$ cat config.mk
export PLATFORM = sky130hd
export DESIGN_NAME = hazard_unit
export DESIGN_NICKNAME = d
export VERILOG_FILES = /design/src/rtl/hazard_unit.sv
export SDC_FILE = /design/constraint.sdc
export NUM_CORES = 1
export LEC_CHECK = 0
export CORE_ASPECT_RATIO = 1.4
export CORE_UTILIZATION = 28
export CTS_CLUSTER_DIAMETER = 60
export DETAILED_ROUTE_END_ITERATION = 10
export SKIP_CTS_REPAIR_TIMING = 1
export SYNTH_ARGS = -nofsm -noshare
export SYNTH_HDL_FRONTEND = slang
export SYNTH_SLANG_ARGS = --single-unit
$ cat constraint.sdc
create_clock -name clk -period 4.3 [get_ports clk]
set_clock_uncertainty 0.05 [all_clocks]
set_input_delay 0.86 -clock clk [delete_from_list [all_inputs] [get_ports clk]]
set_output_delay 0.86 -clock clk [all_outputs]
set_load 0.03 [all_outputs]
$ cat src/rtl/hazard_unit.sv
// hazard_unit: ID-stage hazard controller. Inserts load-use bubbles, drives a
// multi-cycle wrong-path flush after taken branches, freezes the back end on
// data-memory wait states, and keeps saturating event counters.
module hazard_unit #(
    parameter int unsigned FLUSH_DEPTH = 2,
    parameter int unsigned CNT_W       = 16
) (
    input  logic             clk,
    input  logic             reset,
    input  logic [6:0]       if_id_opcode,
    input  logic [4:0]       if_id_rs1,
    input  logic [4:0]       if_id_rs2,
    input  logic             id_ex_memread,
    input  logic [4:0]       id_ex_rd,
    input  logic             branch_taken,
    input  logic             dmem_busy,
    input  logic             stat_clr,
    output logic             ctrl_src,
    output logic             pc_write,
    output logic             if_id_write,
    output logic             if_id_flush,
    output logic             pipe_en,
    output logic [CNT_W-1:0] stall_cnt,
    output logic [CNT_W-1:0] flush_cnt,
    output logic [CNT_W-1:0] busy_cnt
);

    localparam int unsigned FL_W = $clog2(FLUSH_DEPTH) + 1;

    typedef enum logic {
        RUN   = 1'b0,
        FLUSH = 1'b1
    } state_t;

    state_t          state, state_nxt;
    logic [FL_W-1:0] fl_left, fl_left_nxt;

    logic rs1_used, rs2_used, load_use;
    logic stall_ev, busy_ev;

    // Decode which source registers the IF/ID instruction actually reads.
    always_comb begin
        rs1_used = 1'b0;
        rs2_used = 1'b0;
        case (if_id_opcode)
            7'b0110011: begin rs1_used = 1'b1; rs2_used = 1'b1; end
            7'b0100011: begin rs1_used = 1'b1; rs2_used = 1'b1; end
            7'b1100011: begin rs1_used = 1'b1; rs2_used = 1'b1; end
            7'b0010011: rs1_used = 1'b1;
            7'b0000011: rs1_used = 1'b1;
            default: ;
        endcase
        load_use = id_ex_memread && (id_ex_rd != 5'd0) &&
                   ((rs1_used && (id_ex_rd == if_id_rs1)) ||
                    (rs2_used && (id_ex_rd == if_id_rs2)));
    end

    // Prioritised output decode and next-state logic; a memory freeze holds all state.
    always_comb begin
        ctrl_src    = 1'b0;
        pc_write    = 1'b1;
        if_id_write = 1'b1;
        if_id_flush = 1'b0;
        pipe_en     = 1'b1;
        stall_ev    = 1'b0;
        busy_ev     = 1'b0;
        state_nxt   = state;
        fl_left_nxt = fl_left;

        if (reset) begin
            ctrl_src    = 1'b1;
            if_id_flush = 1'b1;
            pc_write    = 1'b0;
            if_id_write = 1'b0;
        end else if (dmem_busy) begin
            pc_write    = 1'b0;
            if_id_write = 1'b0;
            pipe_en     = 1'b0;
            busy_ev     = 1'b1;
        end else if (state == FLUSH) begin
            ctrl_src    = 1'b1;
            if_id_flush = 1'b1;
            fl_left_nxt = fl_left - FL_W'(1);
            if (fl_left == FL_W'(1)) begin
                state_nxt = RUN;
            end
        end else if (branch_taken) begin
            ctrl_src    = 1'b1;
            if_id_flush = 1'b1;
            if (FLUSH_DEPTH > 1) begin
                state_nxt   = FLUSH;
                fl_left_nxt = FL_W'(FLUSH_DEPTH - 1);
            end
        end else if (load_use) begin
            ctrl_src    = 1'b1;
            pc_write    = 1'b0;
            if_id_write = 1'b0;
            stall_ev    = 1'b1;
        end
    end

    // State register and flush down-counter.
    always_ff @(posedge clk) begin
        if (reset) begin
            state   <= RUN;
            fl_left <= '0;
        end else begin
            state   <= state_nxt;
            fl_left <= fl_left_nxt;
        end
    end

    // Saturating statistics counters; clear outranks increment.
    always_ff @(posedge clk) begin
        if (reset || stat_clr) begin
            stall_cnt <= '0;
            flush_cnt <= '0;
            busy_cnt  <= '0;
        end else begin
            if (stall_ev && (stall_cnt != '1)) begin
                stall_cnt <= stall_cnt + CNT_W'(1);
            end
            if (if_id_flush && (flush_cnt != '1)) begin
                flush_cnt <= flush_cnt + CNT_W'(1);
            end
            if (busy_ev && (busy_cnt != '1)) begin
                busy_cnt <= busy_cnt + CNT_W'(1);
            end
        end
    end

endmodule

# Yosys cells after proc, flatten, opt, wreduce, memory -nomap -nowiden
# Cells that the tools add are included.
[classes]
add_sub_neg = 4
eq_ne = 11
muxes = 28
n_bitwise = 1
reduce_logical = 14
[ops]
columns = ["op", "n"]
rows = [
  ["adder 16 x 1 -> 16 bit, second input constant", 3],
  ["inequality test 16 bit, second input constant", 3],
  ["two-way mux 1 bit", 26],
  ["== test 7 x 6 -> 1 bit, second input constant", 2],
  ["== test 5 bit", 2],
  ["== test 7 x 2 -> 1 bit, second input constant", 1],
  ["== test 7 x 5 -> 1 bit, second input constant", 1],
  ["== test 7 bit, second input constant", 1],
  ["logical AND 1 bit", 7],
  ["nonzero test 5 bit", 1],
  ["OR reduction 5 bit", 1],
  ["two-way mux 2 bit", 2],
  ["OR reduction 3 bit", 1],
  ["== test 2 x 1 -> 1 bit, second input constant", 1],
  ["logical OR 1 bit", 2],
  ["AND reduction 2 bit", 1],
  ["nonzero test 2 bit", 1],
  ["subtractor 2 x 1 -> 2 bit, second input constant", 1],
  ["inverter 1 bit", 1],
]
[totals]
regBits = 51
input_bits = 28
output_inout_bits = 53

# Depth between registers and ports, before layout
[logic_depth]
depth_word = 12
mapped_depth = 8
mapped_depth_nobuf = 8

# Least setup slack after synthesis
# No wires, ideal clock.
[synth_timing]
kind = "input to output"
from = "in id_ex_rd[1]"
to = "out pc_write"
arrival_ns = 2.796
t_required_ns = 3.390
slack_ns = 0.594
stages = 5
path_buffers = 1
path_cell_list = "or4_1 > nor2_1 > a211oi_2 > a311oi_1 > buf_4"
[synth_via]
elab_chain_len = 9
word_cells_on_any_way = 13
classes_between = "2 x eq/ne; 5 x mux; 6 x reduce/logical"
[synth_lines]
columns = ["item", "line_no", "source"]
rows = [
  ["start, declared", "14", "input logic [4:0] id_ex_rd,"],
  ["== test 5 bit (on tied branches)", "54, 55", ""],
  ["logical AND 1 bit (on tied branches)", "54, 55", ""],
  ["logical OR 1 bit", "54", "((rs1_used && (id_ex_rd == if_id_rs1)) ||"],
  ["logical AND 1 bit *", "53", "load_use = id_ex_memread && (id_ex_rd != 5'd0) &&"],
  ["two-way mux 1 bit * (5 in a row)", "--", ""],
  ["end, declared", "19", "output logic pc_write,"],
]
# Mark *: on every way between the ends. The rest lies on a longest branch, timed or not.

# Worst setup path after layout
[layout_timing]
from = "in id_ex_rd[1]"
to = "out if_id_write"
[layout_via]
elab_chain_len = 9
word_cells_on_any_way = 13
classes_between = "2 x eq/ne; 5 x mux; 6 x reduce/logical"
[layout_lines]
columns = ["item", "line_no", "source"]
rows = [
  ["== test 5 bit (on tied branches)", "54, 55", ""],
  ["logical AND 1 bit (on tied branches)", "54, 55", ""],
  ["logical OR 1 bit", "54", ""],
  ["logical AND 1 bit *", "53", ""],
  ["two-way mux 1 bit *", "94", "end else if (load_use) begin"],
  ["two-way mux 1 bit *", "87", "end else if (branch_taken) begin"],
  ["two-way mux 1 bit *", "80", "end else if (state == FLUSH) begin"],
  ["two-way mux 1 bit *", "75", "end else if (dmem_busy) begin"],
  ["two-way mux 1 bit *", "70", "if (reset) begin"],
  ["end, declared", "20", "output logic if_id_write,"],
]
# Marks and branches as above.

==> run summary <==
Outcome: finished clean
Share of cells above drive strength 1: 0.04381
Post-Synth XOR/XNOR Area: 0.1255
Leakage: 1.183 nW
Drc violations: 0
Net Count, Synth: 341
Synth Area in Compound Gates: 0.1294
Ant diodes: 0
Library cells used by synthesis: 41
Reg-to-reg slack, setup: 2.16 ns
Hold crit path type: flip-flop to flip-flop
Final GP Congestion: 0.7450
GRT Overall Usage: 0.1319
Synth Instances: 309
Endpoints failing setup: 0
Synth warnings: 0
Initial antenna violation count: 0
Synth Area in Simple Gates: 0.2926
Vias in the first global route: 2314
Worst path max stage delay: 0.75 ns
Clock sinks: 51
Total negative slack: 0 ns
CTS buffer count: 5
Hold Fails Final Rpt: 0
IO Port Bufs: 80
Die height: 115.6 um
Type of the worst setup path: input pin to primary output
Fin nets: 419
CTS max path bufs: 2
CTS root buf: clkbuf_16
Die area: 0.009616 sq mm
Htree depth: 2
Drt pass-1 iters: 5
CP arrival: 3.25 ns
Synth-to-layout area growth: 41.04%
Flops & latches, synth: 51
DP HPWL: 4729 um
Core outline area: 0.008977 sq mm
Clk_lat worst skew: 0.29 ns
Slowest CP cell: clkdlybuf4s50_1
Largest net degree at the start of global routing: 48
Peak supply drop: 0.1585 mV
Clock-pin slew on the worst setup and hold paths: 0.06 ns
Top Ports: 81
Worst slew pin tran: 0.9539 ns
Combinational family with the most area after synthesis: simple AND/OR/NAND/NOR gates
Worst Setup Start Kind: input pin
Critical Path Most Common Cell: clkdlybuf4s50_1
MaxCap Viol Count: 0
WL per Instance: 12.85 um
DR vias: 2431
TritonCTS clock tree: done
Fmax: 240.6 MHz
Unrepaired setup endpoints after global routing: no
DRT antenna net count: 0
Final core occ: 0.4057
Sequential fraction of the synthesis area: 0.3953
Mean post-synth cell area: 8.358 sq um
Max Slew Vio Count: 0
Die extent in x: 83.17 um
FP Rows: 41
Maximum fanout along the worst path: 5
Crit path cell chain: clkdlybuf4s50_1 -> or4_1 -> nor2_1 -> a211oi_2 -> a311oi_1 -> clkdlybuf4s50_1
Crit path time final: 4.156 ns
First-pass GRT wire length: 10350 um
Initial Utilization: 0.2877
Worst rel slew slack: 0.3640
CP required: 3.39 ns
Post-Syn Area: 0.002582 sq mm
Fin crit share: 0.9664
Critical path endpoint category: primary output
Mux share of post-synthesis cell area: 0.01163
Fillers: 901
GR Overflow Total: 0
Routed WL: 6360 um
Synth Area in Adders: 0.01938
Via density: 4.911
Power Dens Cells: 283.1 mW/mm^2
DRT iter0 DRCs: 67
-- report_power, final --
part,switching [mW],leakage [nW],internal [mW],total [mW]
combinational,0.0410,0.685,0.0440,0.0850
clock,0.178,0.0868,0.290,0.468
sequential,0.00329,0.411,0.475,0.478
-- layout make-up --
cell class,instances,area (sq um),area share
Sequential cell,51,1021,0.2803
Clock inverter,2,35.03,0.009619
Multi-Input combinational cell,244,1494,0.4102
Inverter,5,18.77,0.005153
Tap cell,107,133.9,0.03676
Clock buffer,6,138.9,0.03813
Timing Repair Buffer,80,800.8,0.2199
-- logic make-up (layout without fill, tap and decap cells) --
group,count (synthesis),in the layout
xor+xnor,37,37
buf+inv,14,93
simple gates,148,148
compound gates,52,52
fa+ha+maj,4,4
flops,51,51
mux,3,3
-- metal layers --
layer,vias up,share of wire,global-route usage
met5,-,0,0
met4,0,0.0057,0.04483
li1,1245,-,-
met1,1145,0.43,0.1434
met3,2,0.039,0.03134
met2,39,0.52,0.2503
-- synthesized netlist by cell type --
library cell / number / share of area
nor2_1: 47 / 0.068
a41oi_4: 1 / 0.011
a311oi_1: 1 / 0.0034
xor2_1: 19 / 0.064
o21ai_1: 1 / 0.0019
and2_4: 1 / 0.0034
o31ai_1: 4 / 0.012
nand2b_1: 2 / 0.0048
o22ai_2: 1 / 0.0048
nor3_1: 2 / 0.0039
or3_1: 14 / 0.034
a21oi_1: 22 / 0.043
and2_1: 1 / 0.0024
a211oi_1: 2 / 0.0058
buf_1: 1 / 0.0015
or2_2: 1 / 0.0024
nand3_1: 17 / 0.033
and4_4: 1 / 0.0044
buf_6: 1 / 0.0044
and3_1: 10 / 0.024
o311ai_2: 1 / 0.0063
nand4_1: 12 / 0.029
nand2_1: 27 / 0.039
ha_1: 4 / 0.019
or4_1: 5 / 0.015
and4_1: 3 / 0.010
a211oi_2: 1 / 0.0048
nor2b_1: 1 / 0.0024
xnor2_1: 18 / 0.061
buf_4: 2 / 0.0058
inv_1: 5 / 0.0073
a31oi_1: 1 / 0.0024
nor4_1: 1 / 0.0024
and3b_1: 1 / 0.0034
o21ai_0: 16 / 0.031
o21ba_2: 1 / 0.0039
nor4bb_1: 1 / 0.0039
clkbuf_1: 5 / 0.0073
nand3_4: 1 / 0.0068
mux2i_1: 3 / 0.012
dfxtp_1: 51 / 0.40
-- sequential cells by signal, indices dropped and copies added, names as in the netlist --
signal     flops
busy_cnt      16
flush_cnt     16
stall_cnt     16
fl_left        2
state          1
-- per-stage QoR --
step | area (sq um) | worst slack (ns) | cells | power [mW] | hold slack [ns]
finish | 3642 | 0.1443 | 495 | 1.031 | 0.4327
global route | 3642 | 0.02107 | 495 | 1.071 | 0.4672
CTS | 3642 | 0.1425 | 495 | 1.048 | 0.4343
detailed placement | 3468 | 0.1489 | 487 | 0.5754 | 0.4191
global placement | 3468 | 0.1653 | 487 | 0.5742 | 0.4139
floorplan | 2582 | 0.5938 | 309 | 0.5322 | 0.3935
-- critical path: cells and delay by family --
family,cells,cell delay [ns]
buf+inv,2,1.21
simple gates,2,0.67
compound gates,2,0.50
-- worst paths after layout --
path / from / to / cells past startpoint
hold / removal: fl_left[0] / fl_left[0] / 1
setup reg to reg: stall_cnt[0] / stall_cnt[11] / 6
hold reg to reg: fl_left[0] / fl_left[0] / 1
setup / recovery: id_ex_rd[1] / if_id_write / 6
-- layout by cell type (no fill, tap or decap), types with 12 or more instances in the layout --
cell | Yosys | final
nor2_1 | 47 | 47
o21ai_0 | 16 | 16
nand4_1 | 12 | 12
nand2_1 | 27 | 27
a21oi_1 | 22 | 22
clkdlybuf4s50_1 | 0 | 80
dfxtp_1 | 51 | 51
xor2_1 | 19 | 19
xnor2_1 | 18 | 18
or3_1 | 14 | 14
nand3_1 | 17 | 17
No activity file was read; power rests on OpenSTA's default activity.
